===== config.mk =====
export PLATFORM = sky130hd
export DESIGN_NAME = hazard_ctrl
export DESIGN_NICKNAME = d
export VERILOG_FILES = /design/src/rtl/hazard_ctrl_pkg.sv /design/src/rtl/hazard_ctrl_sat_counter.sv /design/src/rtl/hazard_ctrl.sv
export SDC_FILE = /design/constraint.sdc
export NUM_CORES = 1
export LEC_CHECK = 0
export ABC_AREA = 1
export ABC_CLOCK_PERIOD_IN_PS = 2600
export CORE_ASPECT_RATIO = 1.25
export CORE_MARGIN = 1
export CORE_UTILIZATION = 53
export DETAILED_ROUTE_END_ITERATION = 10
export GPL_TIMING_DRIVEN = 0
export PLACE_DENSITY_LB_ADDON = 0.12
export SYNTH_ARGS = -nofsm -noshare
export SYNTH_HDL_FRONTEND = slang
export SYNTH_SLANG_ARGS = --single-unit

===== constraint.sdc =====
create_clock -name clk -period 2.6 [get_ports clk]
set_clock_uncertainty 0.1 [all_clocks]
set_input_delay 0.39 -clock clk [delete_from_list [all_inputs] [get_ports clk]]
set_output_delay 0.39 -clock clk [all_outputs]
set_load 0.02 [all_outputs]

===== src/rtl/hazard_ctrl_pkg.sv =====
// Shared types for the pipeline hazard controller: ID/EX control-word mux
// select and the hazard FSM state encoding.
package controlmux;
  typedef enum logic {
    ctrl = 1'b0,
    zero = 1'b1
  } controlmux_sel_t;
endpackage

package rv32i_types;
  typedef enum logic [1:0] {
    RUN        = 2'd0,
    MEM_STALL  = 2'd1,
    FLUSH_PEND = 2'd2
  } hazard_state_t;
endpackage


===== src/rtl/hazard_ctrl_sat_counter.sv =====
// Event counter that increments once per enabled cycle and sticks at all-ones.
module sat_counter #(
  parameter int unsigned width = 32
) (
  input  logic             clk,
  input  logic             rst,
  input  logic             inc_i,
  output logic [width-1:0] cnt_o
);
  logic [width-1:0] cnt_q, cnt_d;

  always_comb begin
    cnt_d = cnt_q;
    if (inc_i && (cnt_q != '1)) cnt_d = cnt_q + width'(1);
  end

  always_ff @(posedge clk) begin
    if (rst) cnt_q <= '0;
    else     cnt_q <= cnt_d;
  end

  assign cnt_o = cnt_q;
endmodule


===== src/rtl/hazard_ctrl.sv =====
// Pipeline hazard controller: memory-stall freeze, taken-branch flush (deferred
// across stalls) and load-use bubble insertion, with saturating event counters.
module hazard_ctrl
  import rv32i_types::*;
  import controlmux::*;
#(
  parameter int unsigned width = 32
) (
  input  logic             clk,
  input  logic             rst,
  input  logic [4:0]       id_rs1_i,
  input  logic [4:0]       id_rs2_i,
  input  logic             id_uses_rs2_i,
  input  logic [4:0]       ex_rd_i,
  input  logic             ex_mem_read_i,
  input  logic             ex_br_taken_i,
  input  logic             imem_read_i,
  input  logic             imem_resp_i,
  input  logic             dmem_req_i,
  input  logic             dmem_resp_i,
  output logic             pc_load_o,
  output logic             if_id_load_o,
  output logic             id_ex_load_o,
  output logic             ex_mem_load_o,
  output logic             mem_wb_load_o,
  output logic             if_id_flush_o,
  output controlmux_sel_t  controlmux_sel_o,
  output logic [width-1:0] stall_cnt_o,
  output logic [width-1:0] flush_cnt_o,
  output logic [width-1:0] bubble_cnt_o
);
  hazard_state_t state_q, state_d;
  logic          pend_q, pend_d;
  logic          mem_wait, load_use;
  logic          stall_inc, flush_inc, bubble_inc;

  assign mem_wait = (imem_read_i && !imem_resp_i) || (dmem_req_i && !dmem_resp_i);
  assign load_use = ex_mem_read_i && (ex_rd_i != 5'd0) &&
                    ((ex_rd_i == id_rs1_i) || (id_uses_rs2_i && (ex_rd_i == id_rs2_i)));

  // Outputs are purely combinational from inputs and current state; a taken
  // branch seen while frozen is remembered in pend and replayed via FLUSH_PEND.
  always_comb begin
    pc_load_o        = 1'b1;
    if_id_load_o     = 1'b1;
    id_ex_load_o     = 1'b1;
    ex_mem_load_o    = 1'b1;
    mem_wb_load_o    = 1'b1;
    if_id_flush_o    = 1'b0;
    controlmux_sel_o = ctrl;
    state_d          = state_q;
    pend_d           = pend_q;
    stall_inc        = 1'b0;
    flush_inc        = 1'b0;
    bubble_inc       = 1'b0;

    if (!rst) begin
      if (mem_wait) begin
        pc_load_o     = 1'b0;
        if_id_load_o  = 1'b0;
        id_ex_load_o  = 1'b0;
        ex_mem_load_o = 1'b0;
        mem_wb_load_o = 1'b0;
        state_d       = MEM_STALL;
        pend_d        = pend_q || ex_br_taken_i;
        stall_inc     = 1'b1;
      end else begin
        unique case (state_q)
          MEM_STALL: begin
            state_d = pend_q ? FLUSH_PEND : RUN;
          end
          FLUSH_PEND: begin
            if_id_flush_o    = 1'b1;
            controlmux_sel_o = zero;
            pend_d           = 1'b0;
            flush_inc        = 1'b1;
            state_d          = RUN;
          end
          default: begin
            state_d = RUN;
            if (ex_br_taken_i) begin
              if_id_flush_o    = 1'b1;
              controlmux_sel_o = zero;
              pend_d           = 1'b0;
              flush_inc        = 1'b1;
            end else if (load_use) begin
              pc_load_o        = 1'b0;
              if_id_load_o     = 1'b0;
              controlmux_sel_o = zero;
              bubble_inc       = 1'b1;
            end
          end
        endcase
      end
    end
  end

  always_ff @(posedge clk) begin
    if (rst) begin
      state_q <= RUN;
      pend_q  <= 1'b0;
    end else begin
      state_q <= state_d;
      pend_q  <= pend_d;
    end
  end

  sat_counter #(.width(width)) u_stall_cnt (
    .clk   (clk),
    .rst   (rst),
    .inc_i (stall_inc),
    .cnt_o (stall_cnt_o)
  );

  sat_counter #(.width(width)) u_flush_cnt (
    .clk   (clk),
    .rst   (rst),
    .inc_i (flush_inc),
    .cnt_o (flush_cnt_o)
  );

  sat_counter #(.width(width)) u_bubble_cnt (
    .clk   (clk),
    .rst   (rst),
    .inc_i (bubble_inc),
    .cnt_o (bubble_cnt_o)
  );
endmodule


# Word level (Yosys, flattened, before mapping)
# Index checks and enable logic that the tools add are counted.
# W data, S select, Z words.
# word_totals
reg_bits	99
output_inout_bits	103
wordCells	64
# classes
addsub	3
n_eq_ne	8
mux	28
bitwise_logic	1
n_reduce_logical	18
# ops
cell	count
$add A32 B1 Y32 const B	3
$ne A32 B32 Y1 const B	3
$mux W1	24
$eq A5 B5 Y1	2
$logic_and A1 B1 Y1	8
$pmux W1 S2	3
$reduce_bool A5 Y1	1
$logic_or A1 B1 Y1	3
$reduce_bool A3 Y1	1
$reduce_or A3 Y1	1
$eq A2 B1 Y1 const B	1
$eq A2 B2 Y1 const B	1
$logic_not A1 Y1	2
$mux W2	1
$ne A2 B2 Y1 const B	1
$reduce_and A2 Y1	1
$reduce_or A2 Y1	1
$not A1 Y1	1

# Depth between registers and ports, before layout
# depth
word_depth	10
ltp_mapped	12

# Hierarchy
# A second synthesis with hierarchy kept.
# unflattened
cells_unflattened	1062
area_unflattened_um2	6656.4
# by_module_without_submodules
module	n_inst	cells_per_inst	area_per_inst_um2	seq_area_each_um2
sat_counter	3	324	2062.0	640.6
hazard_ctrl	1	90	470.5	60.1

# Least setup slack after synthesis
# No wires, ideal clock.
# synth_timing
path_kind	register to register
from	register u_bubble_cnt.cnt_q[0] (netlist: u_bubble_cnt.cnt_o[0])
to	register u_bubble_cnt.cnt_q[30] (netlist: u_bubble_cnt.cnt_o[30])
t_arrival_ps	1860
t_required_ps	2368
slack_ps	508
path_stages_with_launch	12
synth_period_minus_slack_ps	2092
cell_sequence	dfxtp_1 ha_1 nand2_2 nor2_4 nand3_2 nor2_2 and2_1 nand3_2 buf_6 buf_6 nand3_2 a21oi_1
# synth_via
elab_chain_cells	2
# synth_rtl
element	line_no	rtl
start, declared	hazard_ctrl_sat_counter.sv:10	logic [width-1:0] cnt_q, cnt_d;
start signal, assigned	hazard_ctrl_sat_counter.sv:19	else cnt_q <= cnt_d;
parallel branches: the longest is 2 deep, another holds $add A32 B1 Y32	n/a	
# Several ways; the timed one is not identified.
# A chain may end at the register's enable or synchronous reset.

# Worst setup path after layout
# layout_timing
from	input imem_read_i
to	output ex_mem_load_o
# layout_via
elab_chain_cells	4
# layout_rtl
element	line_no	rtl
start, declared	hazard_ctrl.sv:17	input logic imem_read_i,
$logic_and A1 B1 Y1	hazard_ctrl.sv:37	assign mem_wait = (imem_read_i && !imem_resp_i) || (dmem_req_i && !dmem_resp_i);
$logic_or A1 B1 Y1	hazard_ctrl.sv:37	
$mux W1	hazard_ctrl.sv:58	if (mem_wait) begin
$mux W1	hazard_ctrl.sv:57	if (!rst) begin
end, declared	hazard_ctrl.sv:24	output logic ex_mem_load_o,
# Every way passes these cells.

==> metrics.md <==
| Metric | Value |
|---|---|
| DR WL/cell | `roughly 14 um` |
| Sequential area share after synthesis | `between 30% and 40%` |
| Area growth, synth to finish | `28.1%` |
| # Max-Cap Violations | `0` |
| Initial DRC count | `347` |
| Leakage | `0.00291 uW` |
| WP data arrival | `approximately 1.9 ns` |
| Inst Count DP | `1299` |
| Setup repair bufs after CTS | `0` |
| Power per Cell Area | `394 nW/um^2` |
| TritonCTS sink count | `99` |
| Via count | `7000` |
| Core area | `11700 sq um` |
| Most common cell after layout, fill and taps aside | `nand2_1` |
| Compound-gate portion of the synthesized area | `10.0%` |
| Hold-fix buffers at CTS | `0` |
| Setup violations, final | `0` |
| Mapped Cells | `roughly 1000` |
| Power, Total | `~3200 uW` |
| IO Pins | `127` |
| Die W | `100 um` |
| Yosys reg bits | `between 90 and 100` |
| Die height | `125 um` |
| Site Rows | `44` |
| Clock root buffer | `clkbuf_16` |
| Syn_nets | `around 1000` |
| Largest net degree at the start of global routing | `16` |
| VDD IR max | `0.344 mV` |
| Vias in the first global route | `6442` |
| CP endpoint kind | `output pin` |
| Die Footprint | `about 12000 sq um` |
| # diodes | `0` |
| Main combinational cell family by area after synthesis | `simple AND/OR/NAND/NOR gates` |
| Post-Syn Area per Cell | `~6.3 sq um` |
| Min Tclk post-route | `2.43 ns` |
| Hold slack | `0.281 ns` |
| Hold Vio Cnt, Final | `0` |
| Initial Util | `between 50 and 60%` |
| Number of remaining DRC errors | `0` |
| Synthesis Warnings | `0` |
| Adder-cell share of the synthesized area | `less than 1%` |
| WP data required | `between 2 and 2.5 ns` |
| Finished Core Util | `69.9%` |
| CP Launch Type | `primary input` |
| Final #Nets | `around 1200` |
| Worst-path fanout max | `4` |
| Pre-Repair DR Iteration Count | `5` |
| Hold Crit Class | `primary input to register` |
| H-tree levels | `3` |
| F_max | `412 MHz` |
| CTS tree | `done` |
| Placer Congestion | `approximately 0.95` |
| Pre-CTS WS | `-0.216 ns` |
| Initial antenna violation count | `0` |
| Fillers | `1105` |
| Netlist Area Pre-Place | `about 6400 sq um` |
| Vias per cell | `about 5.3` |
| Xor and xnor fraction of the mapped netlist area | `~8.3%` |
| Slew Viols, Final | `0` |
| Crit share post-route | `93.3%` |
| Clock Tree Buf Depth | `2` |
| Multiplexer share of the synthesized area | `0%` |
| Drt total wl | `18.4 mm` |
| Storage cell area | `1980 sq um` |
| Post-cts resize count | `6` |
| WS Path Type | `primary input to output pin` |
| Detail Route Antenna Nets | `0` |
| Tightest Pin Transition | `0.721 ns` |
| Gr ovfl total | `0` |
| Clock slew at reported path FFs | `0.06 ns` |
| Status | `finished, final reports clean` |
| Layout cells sized above 1 | `approximately 6.7%` |
| Num CTS Buffers | `9` |
| DP HPWL | `14.0 mm` |
| IO buf count | `125` |
| Gr usage total | `between 30% and 40%` |
| Worst skew pair latency | `0.35 ns` |
| Filler-free cell count of the finished design | `1315` |
| Worst rel slew slack | `52.0%` |
| Global-route wire length before repair | `30.5 mm` |
| Commonest cells after routing, fill and taps aside | `nand2_1, nor2_1, clkdlybuf4s50_1, dfxtp_1, a21oi_1` |
| Area occupied by multi-input gates | `3860 sq um` |
| Unrepaired setup endpoints after global routing | `false` |
| Worst setup slack after layout | `0.173 ns` |
| Simple-Gate Fraction of Synth Area | `around 41%` |
| Cell variety after synth | `30` |
synth_stat cells, drive strengths merged:
cell      n  area [sq um]
nor3     44           250
a21oi    81           405
nand3b    7          52.6
and2      1          6.26
buf      24           170
o21bai    2          15.0
xnor2    19           166
and3      2          12.5
o211ai    1          7.51
o21ai    41           205
ha        5          62.6
nor2    133           524
clkbuf   14          52.6
nand4    20           125
nand3    63           385
xor2     41           359
o22ai     1          6.26
dfxtp    99          1980
inv      84           315
nor3b     3          22.5
nand2   328          1240
state kept, by name, summed over array words and instances, names as in the netlist:
signal,flops
u_bubble_cnt.cnt_o,32
state_q,2
u_stall_cnt.cnt_o,32
u_flush_cnt.cnt_o,32
pend_q,1
per-layer routing:
layer  track usage (%)  vias to the layer above  part of all wire (%)
li1                  -                     3529                     -
met1              39.1                     3183                    43
met2              51.0                      240                    48
met3              4.60                       48                   5.2
met4              11.1                        0                   3.0
met5                 0                        -                     0
final timing paths:
kind,startpoint,to,slack [ns],cells after the start
min,rst,state_q[0]$_SDFF_PP0_,0.28,2
max,imem_read_i,ex_mem_load_o,0.17,7
min reg2reg,pend_q$_SDFFE_PP0P_,state_q[1]$_SDFF_PP0_,0.38,2
max reg2reg,u_flush_cnt.cnt_o[1]$_SDFFE_PP0P_,u_flush_cnt.cnt_o[24]$_SDFFE_PP0P_,0.25,11
worst max-delay path, stage by stage:
cell and delay [ns]:
clkdlybuf4s50_1 0.45, inv_1 0.04, o22ai_1 0.18, inv_1 0.11, nor2_4 0.15, inv_1 0.08, clkdlybuf4s50_1 0.54
cell type report:
class                      instances  area share (%)
buffer                            38            2.73
tap                              161            2.47
clock inverter                     4           0.905
inverter                          84            3.87
timing repair buffer             125            15.3
clock buffer                      12            3.02
multi-input combinational        792            47.4
sequential                        99            24.3
cell families after synthesis:
kind of cell | Yosys count
flops | 99
xor+xnor | 60
compound gates | 126
simple gates | 601
fa+ha+maj | 5
buf+inv | 122
power breakdown:
group          internal [uW]  leakage [uW]  switching (uW)
Sequential              1520      0.000798            8.29
Combinational           86.9       0.00196             133
Clock                    872      0.000157             593
Total                   2480       0.00291             734
metrics by stage:
stage	TNS [ns]	cell area (sq um)
6_report	0	8150
5_1_grt	0	8150
4_1_cts	0	8140
3_5_place_dp	-0.647	7820
3_3_place_gp	-0.552	7820
2_1_floorplan	0	6370
No activity file was read; power rests on OpenSTA's default activity.
